$ cat config.mk
export PLATFORM = sky130hd
export DESIGN_NAME = chacha_sequencer
export DESIGN_NICKNAME = d
export VERILOG_FILES = /design/src/rtl/chacha_pkg.sv /design/src/rtl/chacha_cfg_regs.sv /design/src/rtl/chacha_sequencer.sv
export SDC_FILE = /design/constraint.sdc
export NUM_CORES = 1
export LEC_CHECK = 0
export BUFFER_PORTS_ARGS = -buffer_cell sky130_fd_sc_hd__clkbuf_2
export CAP_MARGIN = 20
export CORE_MARGIN = 3
export CORE_UTILIZATION = 40
export CTS_CLUSTER_SIZE = 28
export DETAILED_ROUTE_END_ITERATION = 8
export GPL_ROUTABILITY_DRIVEN = 0
export SLEW_MARGIN = 20
export SYNTH_ARGS = -nofsm -noshare
export SYNTH_HDL_FRONTEND = slang
export SYNTH_SLANG_ARGS = --single-unit
$ cat constraint.sdc
create_clock -name clk -period 16.22 [get_ports clk]
set_clock_uncertainty 0.1 [all_clocks]
set_input_delay 2.433 -clock clk [delete_from_list [all_inputs] [get_ports clk]]
set_output_delay 2.433 -clock clk [all_outputs]
set_load 0.02 [all_outputs]
$ cat src/rtl/chacha_pkg.sv
// Shared definitions for the chacha block sequencer: FSM states, the
// configuration address map and the length of each load/read phase.
package chacha_pkg;

  typedef enum logic [2:0] {
    ST_IDLE   = 3'd0,
    ST_CRST   = 3'd1,
    ST_LD_KEY = 3'd2,
    ST_LD_NNC = 3'd3,
    ST_LD_CTR = 3'd4,
    ST_WAIT   = 3'd5,
    ST_READ   = 3'd6,
    ST_NEXT   = 3'd7
  } state_e;

  localparam int unsigned KEY_BASE  = 0;
  localparam int unsigned NNC_BASE  = 32;
  localparam int unsigned CTR_BASE  = 40;
  localparam int unsigned CFG_BYTES = 48;

  localparam int unsigned KEY_LEN = 32;
  localparam int unsigned NNC_LEN = 8;
  localparam int unsigned CTR_LEN = 8;
  localparam int unsigned BLK_LEN = 64;

  // Register-file byte address feeding the core during a load phase.
  function automatic logic [5:0] load_addr(input state_e st, input logic [5:0] idx);
    logic [5:0] a;
    case (st)
      ST_LD_KEY: a = 6'(KEY_BASE) + idx;
      ST_LD_NNC: a = 6'(NNC_BASE) + idx;
      ST_LD_CTR: a = 6'(CTR_BASE) + idx;
      default:   a = 6'd0;
    endcase
    return a;
  endfunction

  function automatic logic is_load(input state_e st);
    logic r;
    case (st)
      ST_CRST, ST_LD_KEY, ST_LD_NNC, ST_LD_CTR: r = 1'b1;
      default:                                  r = 1'b0;
    endcase
    return r;
  endfunction

endpackage

$ cat src/rtl/chacha_cfg_regs.sv
// 48-byte key/nonce/counter register file with a host write port, a byte
// read port for the sequencer and an in-place 64-bit counter increment.
module chacha_cfg_regs
  import chacha_pkg::*;
(
  input  logic       clk,
  input  logic       rst,
  input  logic       wr_en,
  input  logic [5:0] wr_addr,
  input  logic [7:0] wr_data,
  input  logic [5:0] rd_addr,
  output logic [7:0] rd_data,
  input  logic       ctr_inc
);

  logic [7:0]  mem_q [CFG_BYTES];
  logic [7:0]  mem_d [CFG_BYTES];
  logic [63:0] ctr_s;
  logic [63:0] ctr_next_s;

  // Counter view (LSB at CTR_BASE), its successor and the next register image.
  always_comb begin
    ctr_s = 64'd0;
    for (int i = 0; i < 8; i++) begin
      ctr_s[i*8 +: 8] = mem_q[CTR_BASE + i];
    end
    ctr_next_s = ctr_s + 64'd1;
    for (int i = 0; i < CFG_BYTES; i++) begin
      mem_d[i] = mem_q[i];
    end
    if (ctr_inc) begin
      for (int i = 0; i < 8; i++) begin
        mem_d[CTR_BASE + i] = ctr_next_s[i*8 +: 8];
      end
    end else if (wr_en && (wr_addr < 6'(CFG_BYTES))) begin
      mem_d[wr_addr] = wr_data;
    end else begin
      mem_d[0] = mem_q[0];
    end
  end

  // Register file storage.
  always_ff @(posedge clk or posedge rst) begin
    if (rst) begin
      for (int i = 0; i < CFG_BYTES; i++) begin
        mem_q[i] <= 8'd0;
      end
    end else begin
      for (int i = 0; i < CFG_BYTES; i++) begin
        mem_q[i] <= mem_d[i];
      end
    end
  end

  // Sequencer read port; out-of-map addresses read as zero.
  always_comb begin
    if (rd_addr < 6'(CFG_BYTES)) begin
      rd_data = mem_q[rd_addr];
    end else begin
      rd_data = 8'd0;
    end
  end

endmodule

$ cat src/rtl/chacha_sequencer.sv
// Block sequencer for the chacha keystream core: reloads the core before each
// block, waits for it, and drains 64 keystream bytes per block.
module chacha_sequencer
  import chacha_pkg::*;
#(
  parameter int MAX_BLK_W = 8
) (
  input  logic                 clk,
  input  logic                 rst,
  input  logic                 cfg_we,
  input  logic [5:0]           cfg_addr,
  input  logic [7:0]           cfg_data,
  input  logic                 start,
  input  logic [MAX_BLK_W-1:0] nblk,
  input  logic                 abort,
  output logic                 busy,
  output logic                 done,
  output logic                 ks_valid,
  output logic [7:0]           ks_data,
  output logic                 ks_last,
  output logic                 core_rst_n,
  output logic                 core_wr_key,
  output logic                 core_wr_nnc,
  output logic                 core_wr_ctr,
  output logic                 core_rd_blk,
  output logic                 core_hold,
  output logic [7:0]           core_din,
  input  logic                 core_blk_ready,
  input  logic [7:0]           core_dout
);

  state_e               state_q, state_d;
  logic [5:0]           idx_q, idx_d;
  logic [MAX_BLK_W:0]   rem_q, rem_d;
  logic                 abort_hit_s;
  logic                 ctr_inc_s;
  logic                 cfg_wr_s;
  logic [5:0]           rd_addr_s;
  logic [7:0]           rd_data_s;

  logic                 busy_q, busy_d, done_q, done_d;
  logic                 ks_valid_q, ks_valid_d, ks_last_q, ks_last_d;
  logic [7:0]           ks_data_q, ks_data_d, core_din_q, core_din_d;
  logic                 core_rst_n_q, core_rst_n_d, core_hold_q, core_hold_d;
  logic                 core_wr_key_q, core_wr_key_d, core_wr_nnc_q, core_wr_nnc_d;
  logic                 core_wr_ctr_q, core_wr_ctr_d, core_rd_blk_q, core_rd_blk_d;

  assign cfg_wr_s  = cfg_we && (state_q == ST_IDLE);
  assign rd_addr_s = load_addr(state_d, idx_d);

  chacha_cfg_regs u_regs (
    .clk     (clk),
    .rst     (rst),
    .wr_en   (cfg_wr_s),
    .wr_addr (cfg_addr),
    .wr_data (cfg_data),
    .rd_addr (rd_addr_s),
    .rd_data (rd_data_s),
    .ctr_inc (ctr_inc_s)
  );

  // FSM state, phase byte index and blocks-remaining counter.
  always_ff @(posedge clk or posedge rst) begin
    if (rst) begin
      state_q <= ST_IDLE;
      idx_q   <= 6'd0;
      rem_q   <= {(MAX_BLK_W+1){1'b0}};
    end else begin
      state_q <= state_d;
      idx_q   <= idx_d;
      rem_q   <= rem_d;
    end
  end

  // Next-state logic; abort overrides everything outside IDLE.
  always_comb begin
    state_d     = state_q;
    idx_d       = idx_q;
    rem_d       = rem_q;
    abort_hit_s = 1'b0;
    ctr_inc_s   = 1'b0;
    if (abort && (state_q != ST_IDLE)) begin
      state_d     = ST_IDLE;
      idx_d       = 6'd0;
      abort_hit_s = 1'b1;
    end else begin
      case (state_q)
        ST_IDLE: begin
          if (start) begin
            state_d = ST_CRST;
            idx_d   = 6'd0;
            rem_d   = (nblk == {MAX_BLK_W{1'b0}}) ? {1'b1, {MAX_BLK_W{1'b0}}} : {1'b0, nblk};
          end else begin
            state_d = ST_IDLE;
          end
        end
        ST_CRST: begin
          state_d = ST_LD_KEY;
          idx_d   = 6'd0;
        end
        ST_LD_KEY: begin
          if (idx_q == 6'(KEY_LEN - 1)) begin
            state_d = ST_LD_NNC;
            idx_d   = 6'd0;
          end else begin
            idx_d = idx_q + 6'd1;
          end
        end
        ST_LD_NNC: begin
          if (idx_q == 6'(NNC_LEN - 1)) begin
            state_d = ST_LD_CTR;
            idx_d   = 6'd0;
          end else begin
            idx_d = idx_q + 6'd1;
          end
        end
        ST_LD_CTR: begin
          if (idx_q == 6'(CTR_LEN - 1)) begin
            state_d = ST_WAIT;
            idx_d   = 6'd0;
          end else begin
            idx_d = idx_q + 6'd1;
          end
        end
        ST_WAIT: begin
          if (core_blk_ready) begin
            state_d = ST_READ;
            idx_d   = 6'd0;
          end else begin
            state_d = ST_WAIT;
          end
        end
        ST_READ: begin
          if (idx_q == 6'(BLK_LEN - 1)) begin
            state_d   = ST_NEXT;
            idx_d     = 6'd0;
            ctr_inc_s = 1'b1;
            rem_d     = rem_q - (MAX_BLK_W+1)'(1);
          end else begin
            idx_d = idx_q + 6'd1;
          end
        end
        ST_NEXT: begin
          if (rem_q != {(MAX_BLK_W+1){1'b0}}) begin
            state_d = ST_CRST;
          end else begin
            state_d = ST_IDLE;
          end
        end
        default: begin
          state_d = ST_IDLE;
          idx_d   = 6'd0;
        end
      endcase
    end
  end

  // Output decode: every output is registered from the state being entered.
  always_comb begin
    busy_d        = (state_d != ST_IDLE);
    done_d        = abort_hit_s || ((state_q == ST_NEXT) && (state_d == ST_IDLE));
    core_rst_n_d  = !((state_d == ST_CRST) || abort_hit_s);
    core_hold_d   = is_load(state_d);
    core_wr_key_d = (state_d == ST_LD_KEY) && (idx_d == 6'd0);
    core_wr_nnc_d = (state_d == ST_LD_NNC) && (idx_d == 6'd0);
    core_wr_ctr_d = (state_d == ST_LD_CTR) && (idx_d == 6'd0);
    core_rd_blk_d = (state_d == ST_READ) && (idx_d == 6'd0);
    core_din_d    = 8'd0;
    ks_valid_d    = 1'b0;
    ks_data_d     = 8'd0;
    ks_last_d     = 1'b0;
    if (is_load(state_d) && (state_d != ST_CRST)) begin
      core_din_d = rd_data_s;
    end else begin
      core_din_d = 8'd0;
    end
    if ((state_q == ST_READ) && !abort_hit_s) begin
      ks_valid_d = 1'b1;
      ks_data_d  = core_dout;
      ks_last_d  = (idx_q == 6'(BLK_LEN - 1));
    end else begin
      ks_valid_d = 1'b0;
    end
  end

  // Output registers; the core is held in reset while rst is high.
  always_ff @(posedge clk or posedge rst) begin
    if (rst) begin
      busy_q        <= 1'b0;
      done_q        <= 1'b0;
      ks_valid_q    <= 1'b0;
      ks_data_q     <= 8'd0;
      ks_last_q     <= 1'b0;
      core_rst_n_q  <= 1'b0;
      core_hold_q   <= 1'b0;
      core_wr_key_q <= 1'b0;
      core_wr_nnc_q <= 1'b0;
      core_wr_ctr_q <= 1'b0;
      core_rd_blk_q <= 1'b0;
      core_din_q    <= 8'd0;
    end else begin
      busy_q        <= busy_d;
      done_q        <= done_d;
      ks_valid_q    <= ks_valid_d;
      ks_data_q     <= ks_data_d;
      ks_last_q     <= ks_last_d;
      core_rst_n_q  <= core_rst_n_d;
      core_hold_q   <= core_hold_d;
      core_wr_key_q <= core_wr_key_d;
      core_wr_nnc_q <= core_wr_nnc_d;
      core_wr_ctr_q <= core_wr_ctr_d;
      core_rd_blk_q <= core_rd_blk_d;
      core_din_q    <= core_din_d;
    end
  end

  assign busy        = busy_q;
  assign done        = done_q;
  assign ks_valid    = ks_valid_q;
  assign ks_data     = ks_data_q;
  assign ks_last     = ks_last_q;
  assign core_rst_n  = core_rst_n_q;
  assign core_hold   = core_hold_q;
  assign core_wr_key = core_wr_key_q;
  assign core_wr_nnc = core_wr_nnc_q;
  assign core_wr_ctr = core_wr_ctr_q;
  assign core_rd_blk = core_rd_blk_q;
  assign core_din    = core_din_q;

endmodule

==> results of run 1 <==
==> cell usage after synthesis (28+ instances only) <==
master	instances	area share (%)
mux2_2	286	15
o21ai_0	159	3.6
nand2_1	360	6.2
a31oi_1	77	2.2
dfrtp_1	428	49
buf_2	44	1.0
nor2_1	120	2.1
a21oi_1	111	2.5
nor3_1	28	0.64
clkbuf_1	90	1.5
nand3_1	85	1.9
o22ai_1	35	1.0
==> final cells by class <==
| cell class | count | area share [%] |
|---|---|---|
| Tap cell | 696 | 3.58 |
| Clock inverter | 18 | 1.12 |
| Clock buffer | 68 | 5.87 |
| Multi-Input combinational cell | 1592 | 42.8 |
| Sequential cell | 428 | 44.1 |
| Timing Repair Buffer | 86 | 2.09 |
| Inverter | 26 | 0.443 |
==> per-stage QoR <==
step | utilization [%] | std cells | power, mW | setup slack, ns
finish | 45.0 | 2914 | 3.30 | 10.19
global route | 45.0 | 2914 | 3.45 | 10.07
CTS | 44.9 | 2912 | 3.31 | 10.29
detailed placement | 41.8 | 2826 | 2.13 | 9.67
global placement | 41.8 | 2826 | 2.12 | 9.71
floorplan | - | 2202 | 1.90 | 1.77
==> cells in the final DEF, fill, tap and decap left out, types with 13 or more instances in the layout <==
master | synthesis | final
dfrtp_1 | 428 | 428
buf_4 | 11 | 23
nand3_1 | 85 | 85
clkbuf_2 | 1 | 61
and3_1 | 22 | 22
o22ai_1 | 35 | 35
inv_1 | 24 | 22
mux2i_1 | 24 | 24
clkbuf_16 | 0 | 49
o21ai_0 | 159 | 159
o22a_1 | 14 | 14
nand2_1 | 360 | 360
and2_1 | 23 | 23
nand4_1 | 13 | 13
nor3_1 | 28 | 27
nor2b_1 | 16 | 16
clkbuf_8 | 0 | 13
mux2_2 | 286 | 286
a31oi_1 | 77 | 77
a21oi_1 | 111 | 110
a211oi_1 | 23 | 23
nor2_1 | 120 | 120
==> critical path: cells and delay by family <==
| family | cells | cell delay, ns |
|---|---|---|
| multiplexers | 1 | 0.34 |
| AO/OA/AOI/OAI | 7 | 1.59 |
| buffers and inverters | 3 | 1.38 |
| AND/OR/NAND/NOR | 2 | 0.59 |
==> routing by layer <==
metal | track usage [%] | wire [µm]
met5 | 0 | 0
met1 | 31.5 | 29000
met2 | 36.8 | 30800
met4 | 7.74 | 2000
met3 | 4.15 | 4360
==> registers in the layout (all words and copies together) (netlist names) <==
register and flops:
u_regs.mem_q 320, u_regs.ctr_s 64, rem_q 9, core_din 8
ks_data 8, idx_q 6, state_q 3, busy 1
core_hold 1, core_rd_blk 1, core_rst_n 1, core_wr_ctr 1
core_wr_key 1, core_wr_nnc 1, done 1, ks_last 1
ks_valid 1
==> logic make-up (layout without fill, tap and decap cells) <==
family,Yosys count,after routing
flops,428,428
compound gates,543,543
xor+xnor,1,1
simple gates,730,730
fa+ha+maj,5,5
mux,313,313
buf+inv,182,198
==> worst max-delay path by stage <==
stage,start,to,slack (ns),cells past startpoint
2_1_floorplan,rst,busy,1.77,1
3_3_place_gp,core_blk_ready,core_din[6],9.71,13
3_5_place_dp,core_blk_ready,core_din[6],9.67,13
4_1_cts,core_blk_ready,core_din[6],10.29,13
5_1_grt,start,core_din[1],10.07,13
6_report,core_blk_ready,core_din[6],10.19,13
==> where the power goes <==
group | total, mW | internal [mW] | switching (mW)
clock | 1.17 | 0.721 | 0.452
combinational | 0.774 | 0.267 | 0.507
sequential | 1.35 | 1.23 | 0.129
total | 3.30 | 2.21 | 1.09
==> key figures, run 1 <==
Critical path
  – Worst Setup Start Kind: input pin
  – CP peak stage delay: 0.65 ns
  – R2r startpoint: state_q[0]
  – WS Path Type: in2reg
  – Critical path, cell by cell: clkbuf_2 -> nor2b_1 -> o32ai_1 -> mux2_2 -> a21oi_4 -> buf_4 -> buf_4 -> nand2_1 -> o21ai_0 -> a21oi_1 -> o311a_1 -> o41ai_1 -> o21ai_1
  – Crit end category: register
  – Depth of the worst register-to-register path: 13
  – Largest fanout on the critical path: 57
  – FF-to-FF End: core_din[1]
  – Critical path's most frequent cell: buf_4
  – Slowest-stage cell, CP: buf_4
  – WP data required: 16.57 ns
  – Worst R2R Setup Slack: 11.15 ns
  – Arr. time, crit path: 6.38 ns

Global routing
  – Global-route wire length before repair: 103000 µm
  – GRT Total Usage: 22.9%
  – Overflow after GRT: 0
  – Vias in the first global route: 17500
  – Initial antenna violation count: 0
  – Largest net degree at the start of global routing: 178

Final layout
  – Layout fillers: 5040
  – Multi-input gate area: 0.0104 mm²
  – Layout cells sized above 1: 22.4%
  – Ant diodes: 0
  – Fin nets: 2223
  – Area growth syn-to-layout: 10.9%
  – FF+latch area: 0.0107 mm²
  – Post-route cell area: 0.0243 mm²

Clock network
  – Worst-Skew Late Latency: 0.59 ns
  – Hold buffers post-CTS: 0
  – # Post-CTS Setup Buffers: 0
  – CTS resizes: 0
  – Clock transition at the registers of the reported paths: 0.06 ns
  – Num Clock Sinks: 428
  – TritonCTS Buffers: 48
  – TritonCTS clock tree: done
  – Clock Tree Buf Depth: 3
  – CTS root buf: clkbuf_16
  – H-tree levels: 2

Yosys
  – Synthesized cell area: 0.0219 mm²
  – Most used DFF post-synth: dfrtp_1
  – Unique masters post-synth: 87
  – Simple-gate share of the synthesized area: 15.2%
  – Mapped Cells: 2202
  – Synth Area in Compound Gates: 15.8%
  – Sequential area share after synthesis: 48.9%
  – Post-synth EDFFs: 0
  – Post-synthesis mux area share: 16.0%
  – Yosys Warn Count: 0
  – Mapped Avg Cell Area: 9.95 µm²
  – Synth Area in XOR/XNOR: 0.0400%
  – Syn nets: 2243
  – Synth Register Bits: 428
  – Ys async rst share: 100%
  – Largest family of logic cells by synthesized area: multiplexers
  – Post-synthesis adder-cell area fraction: 0.285%

Pwr
  – Pleak: 10.9 nW
  – VDD IR-drop max: 0.0000823 V
  – PD cells: 136 mW/mm²

Worst hold path
  – Hold/Removal Path Class: reg2reg
  – Min-delay src: u_regs.mem_q[358]
  – Worst Hold End: u_regs.mem_q[358]
  – Hold depth: 2

Floorplanning
  – FP Rows: 85
  – Starting density of the core: 40.6%
  – DIE AREA: 0.0576 mm²
  – Core footprint: 0.0540 mm²
  – Chip width: 240 µm
  – Die height: 240 µm
  – IO Pins: 62

Timing
  – Peak Freq: 0.166 GHz
  – Setup TNS: 0 ns
  – Period minus WS final: 6.03 ns
  – Final Hold Vio Count: 0
  – WHS: 0.367 ns
  – RSZ-0062 raised after global routing: false
  – Least-Margin Pin Slew: 1.14 ns
  – Final Max Slew Viols: 0
  – Final setup violation count: 0
  – Part of the cycle the worst path needs: 37.2%
  – Slew headroom: 23.4%

Detailed routing
  – DR pass1 iterations: 8
  – Iteration-0 DRC Markers: 1625
  – Via Count: 17700
  – DR DRC count: 0
  – Avg Vias per Cell: 6.07
  – DRT antenna net count: 0
  – DRT Wirelength: 66200 µm
  – Routed len/inst: 22.7 µm

Placed design
  – Post-DP Area: 0.0226 mm²
  – IO buf count: 61
  – DPL Wire Length: 41600 µm

Run status
  – Run status: finished clean

Run
  – Max cap viols: 0
No activity file was read; power rests on OpenSTA's default activity.
==> inputs of run 2 (changes only) <==
==> constraint.sdc (replaced) <==
create_clock -name clk -period 5.8 [get_ports clk]
set_clock_uncertainty 0.1 [all_clocks]
set_input_delay 0.87 -clock clk [delete_from_list [all_inputs] [get_ports clk]]
set_output_delay 0.87 -clock clk [all_outputs]
set_load 0.02 [all_outputs]
==> run 2 against run 1 <==
Net effect: non-clock buffer count increased by 11; die area unchanged; via count is 0.35% higher; register-to-register slack got worse by 9.8 ns; clock-buffer cell count did not move; sequential share of layout area grew 0.093 points; combinational power increased to 2.8 times the previous value; cell count is 0.31% higher; core utilization shrank 0.095 points; critical path type is now reg2reg; critical endpoint is now core_din[2].
==> key figures, run 2 (same netlist as run 1, synthesis figures left out) <==
Detailed routing
  – DR DRC count: 0 (unchanged)
  – DRT Wirelength: 66500 µm (+0.49%)
  – DRT antenna net count: 0 (unchanged)
  – Iteration-0 DRC Markers: 1708 (+5.1%)
  – DR pass1 iterations: 5 (-3)
  – Avg Vias per Cell: 6.07 (about the same)
  – Via Count: 17700 (+0.35%)
  – Routed len/inst: 22.7 µm (+0.18%)

Clock network
  – Clock transition at the registers of the reported paths: 0.06 ns (about the same)
  – # Post-CTS Setup Buffers: 0 (unchanged)
  – TritonCTS Buffers: 48 (unchanged)
  – CTS resizes: 0 (unchanged)
  – CTS root buf: clkbuf_16
  – Clock Tree Buf Depth: 3 (unchanged)
  – H-tree levels: 2 (unchanged)
  – TritonCTS clock tree: done
  – Worst-Skew Late Latency: 0.59 ns (about the same)
  – Num Clock Sinks: 428 (unchanged)
  – Hold buffers post-CTS: 0 (unchanged)

Global routing
  – Global-route wire length before repair: 103000 µm (-0.21%)
  – Overflow after GRT: 0 (unchanged)
  – GRT Total Usage: 23.0% (+0.026 points)
  – Initial antenna violation count: 0 (unchanged)
  – Vias in the first global route: 17300 (-1.0%)
  – Largest net degree at the start of global routing: 187 (+5.1%)

Floorplanning
  – Starting density of the core: 40.6% (unchanged)
  – Die height: 240 µm (unchanged)
  – FP Rows: 85 (unchanged)
  – Core footprint: 0.0540 mm² (unchanged)
  – DIE AREA: 0.0576 mm² (unchanged)
  – Chip width: 240 µm (unchanged)
  – IO Pins: 62 (unchanged)

Critical path
  – WS Path Type: reg2reg
  – Critical Path Stages: 11 (-2)
  – Critical path, cell by cell: or2_1 -> o32ai_1 -> mux2_2 -> a21oi_4 -> nor2_8 -> buf_4 -> mux2_2 -> o21ai_0 -> nand2_1 -> a21oi_1 -> o32ai_1
  – CP top delay family: compound AO/OA/AOI/OAI gates
  – Slowest-stage cell, CP: nor2_8
  – Arr. time, crit path: 4.81 ns (-1.57 ns)
  – CP peak stage delay: 0.66 ns (about the same)
  – Worst Setup Start Kind: register
  – WP data required: 6.15 ns (-10.42 ns)
  – Largest fanout on the critical path: 40 (-30%)
  – Crit end category: register
  – Depth of the worst register-to-register path: 11 (-2)
  – Critical path buffers and inverters: 1 (-2)

Pwr
  – P_sw: 3.04 mW (+180%)
  – Clock Power Share: 33.7% (-1.8 points)
  – Pleak: 10.9 nW (-0.27%)
  – VDD IR-drop max: 0.000237 V (+190%)
  – PD cells: 372 mW/mm² (+170%)
  – Int Power: 6.00 mW (+170%)
  – Sequential Power Share: 41.9% (+0.9 points)
  – Switching Fraction: 33.6% (+0.63 points)
  – Comb pwr share: 24.4% (+1.0 points)

Timing
  – Part of the cycle the worst path needs: 77.0%
  – Slew headroom: 27.0% (+3.7 points)
  – WHS: 0.146 ns (-0.221 ns)
  – Least-Margin Pin Slew: 1.09 ns (-0.0590 ns)
  – Peak Freq: 0.224 GHz
  – Final setup violation count: 0 (unchanged)
  – Final Max Slew Viols: 0 (unchanged)
  – Final Hold Vio Count: 0 (unchanged)
  – RSZ-0062 raised after global routing: false
  – Worst Slack Setup Final: 1.34 ns (-8.86 ns)
  – Period minus WS final: 4.46 ns

Final layout
  – Area growth syn-to-layout: 10.7%
  – Fin nets: 2234 (+0.49%)
  – Layout cells sized above 1: 22.3% (-0.091 points)
  – Largest reg by FF count: u_regs.mem_q
  – Largest register FFs: 320 (unchanged)
  – Ant diodes: 0 (unchanged)
  – Commonest non-fill, non-tap cell in the layout: dfrtp_1
  – Leading cell types in the layout, fill and taps excluded: dfrtp_1 (428), nand2_1 (360), mux2_2 (286)

Run
  – Max cap viols: 0 (unchanged)

Placed design
  – DPL Wire Length: 42800 µm (+2.9%)
  – Pre-CTS setup slack: 1.24 ns (-8.43 ns)
  – IO buf count: 61 (unchanged)

Worst hold path
  – Hold/Removal Path Class: in2async

Run status
  – Run status: finished clean
[run 2: cell count changes in the layout (fill, tap and decap cells not counted), moves of 3 or more]
cell	previous run	this run
buf_4	23	33
bufinv_16	7	4
clkinvlp_4	1	4
clkbuf_8	13	4
clkbuf_1	6	14
[run 2: metal layers]
metal / global-route usage (%) / vias up / wire, µm
met5: 0 / - / 0
met3: 4.27 / 139 / 4910
li1: - / 7936 / -
met4: 7.65 / 0 / 2050
met2: 35.2 / 699 / 30000
met1: 32.9 / 8962 / 29600
[run 2: worst register-to-register path: stages (launching register included)]
cell     delay, ns
dfrtp_1       0.63
or2_1         0.41
o32ai_1       0.56
mux2_2        0.32
a21oi_4       0.11
nor2_8        0.66
buf_4         0.41
mux2_2        0.37
o21ai_0       0.18
nand2_1       0.12
a21oi_1       0.31
o32ai_1       0.14
[run 2: path summary, 6_finish.rpt]
check,endpoint,slack [ns],start
worst max register to register,core_din[2],1.34,state_q[2]
worst max-delay path,core_din[2],1.34,state_q[2]
worst min-delay path,u_regs.mem_q[149],0.15,rst
max in group asynchronous,u_regs.mem_q[297],4.15,rst
worst min register to register,u_regs.mem_q[358],0.37,u_regs.mem_q[358]
min in group clk,u_regs.mem_q[358],0.37,u_regs.mem_q[358]
[run 2: through the flow]
step           power (mW)  std cells  area, µm²  setup TNS, ns  utilization (%)
2_1_floorplan        5.32       2202      21900        -405.49                -
3_3_place_gp         5.96       2838      22700              0             42.0
3_5_place_dp         6.00       2838      22700              0             42.0
4_1_cts              9.06       2922      24200              0             44.9
5_1_grt              9.46       2923      24300              0             44.9
6_report             9.04       2923      24300              0             44.9
[run 2: power groups by stage]
stage	combinational (mW)	sequential (mW)	clock [mW]
detailed placement	2.18	3.82	0
CTS	2.19	3.78	3.10
finish	2.20	3.79	3.05
global route	2.40	3.84	3.22
floorplan	1.60	3.71	0
global placement	2.15	3.81	0
[run 2: cell type report]
type | count | area [µm²]
flip-flops and latches | 428 | 10700
repair buffers | 97 | 608
fillers | 5104 | 29800
clock inverters | 16 | 199
well taps | 696 | 871
clock buffers | 68 | 1360
multi-input cells | 1592 | 10400
inverters | 26 | 104
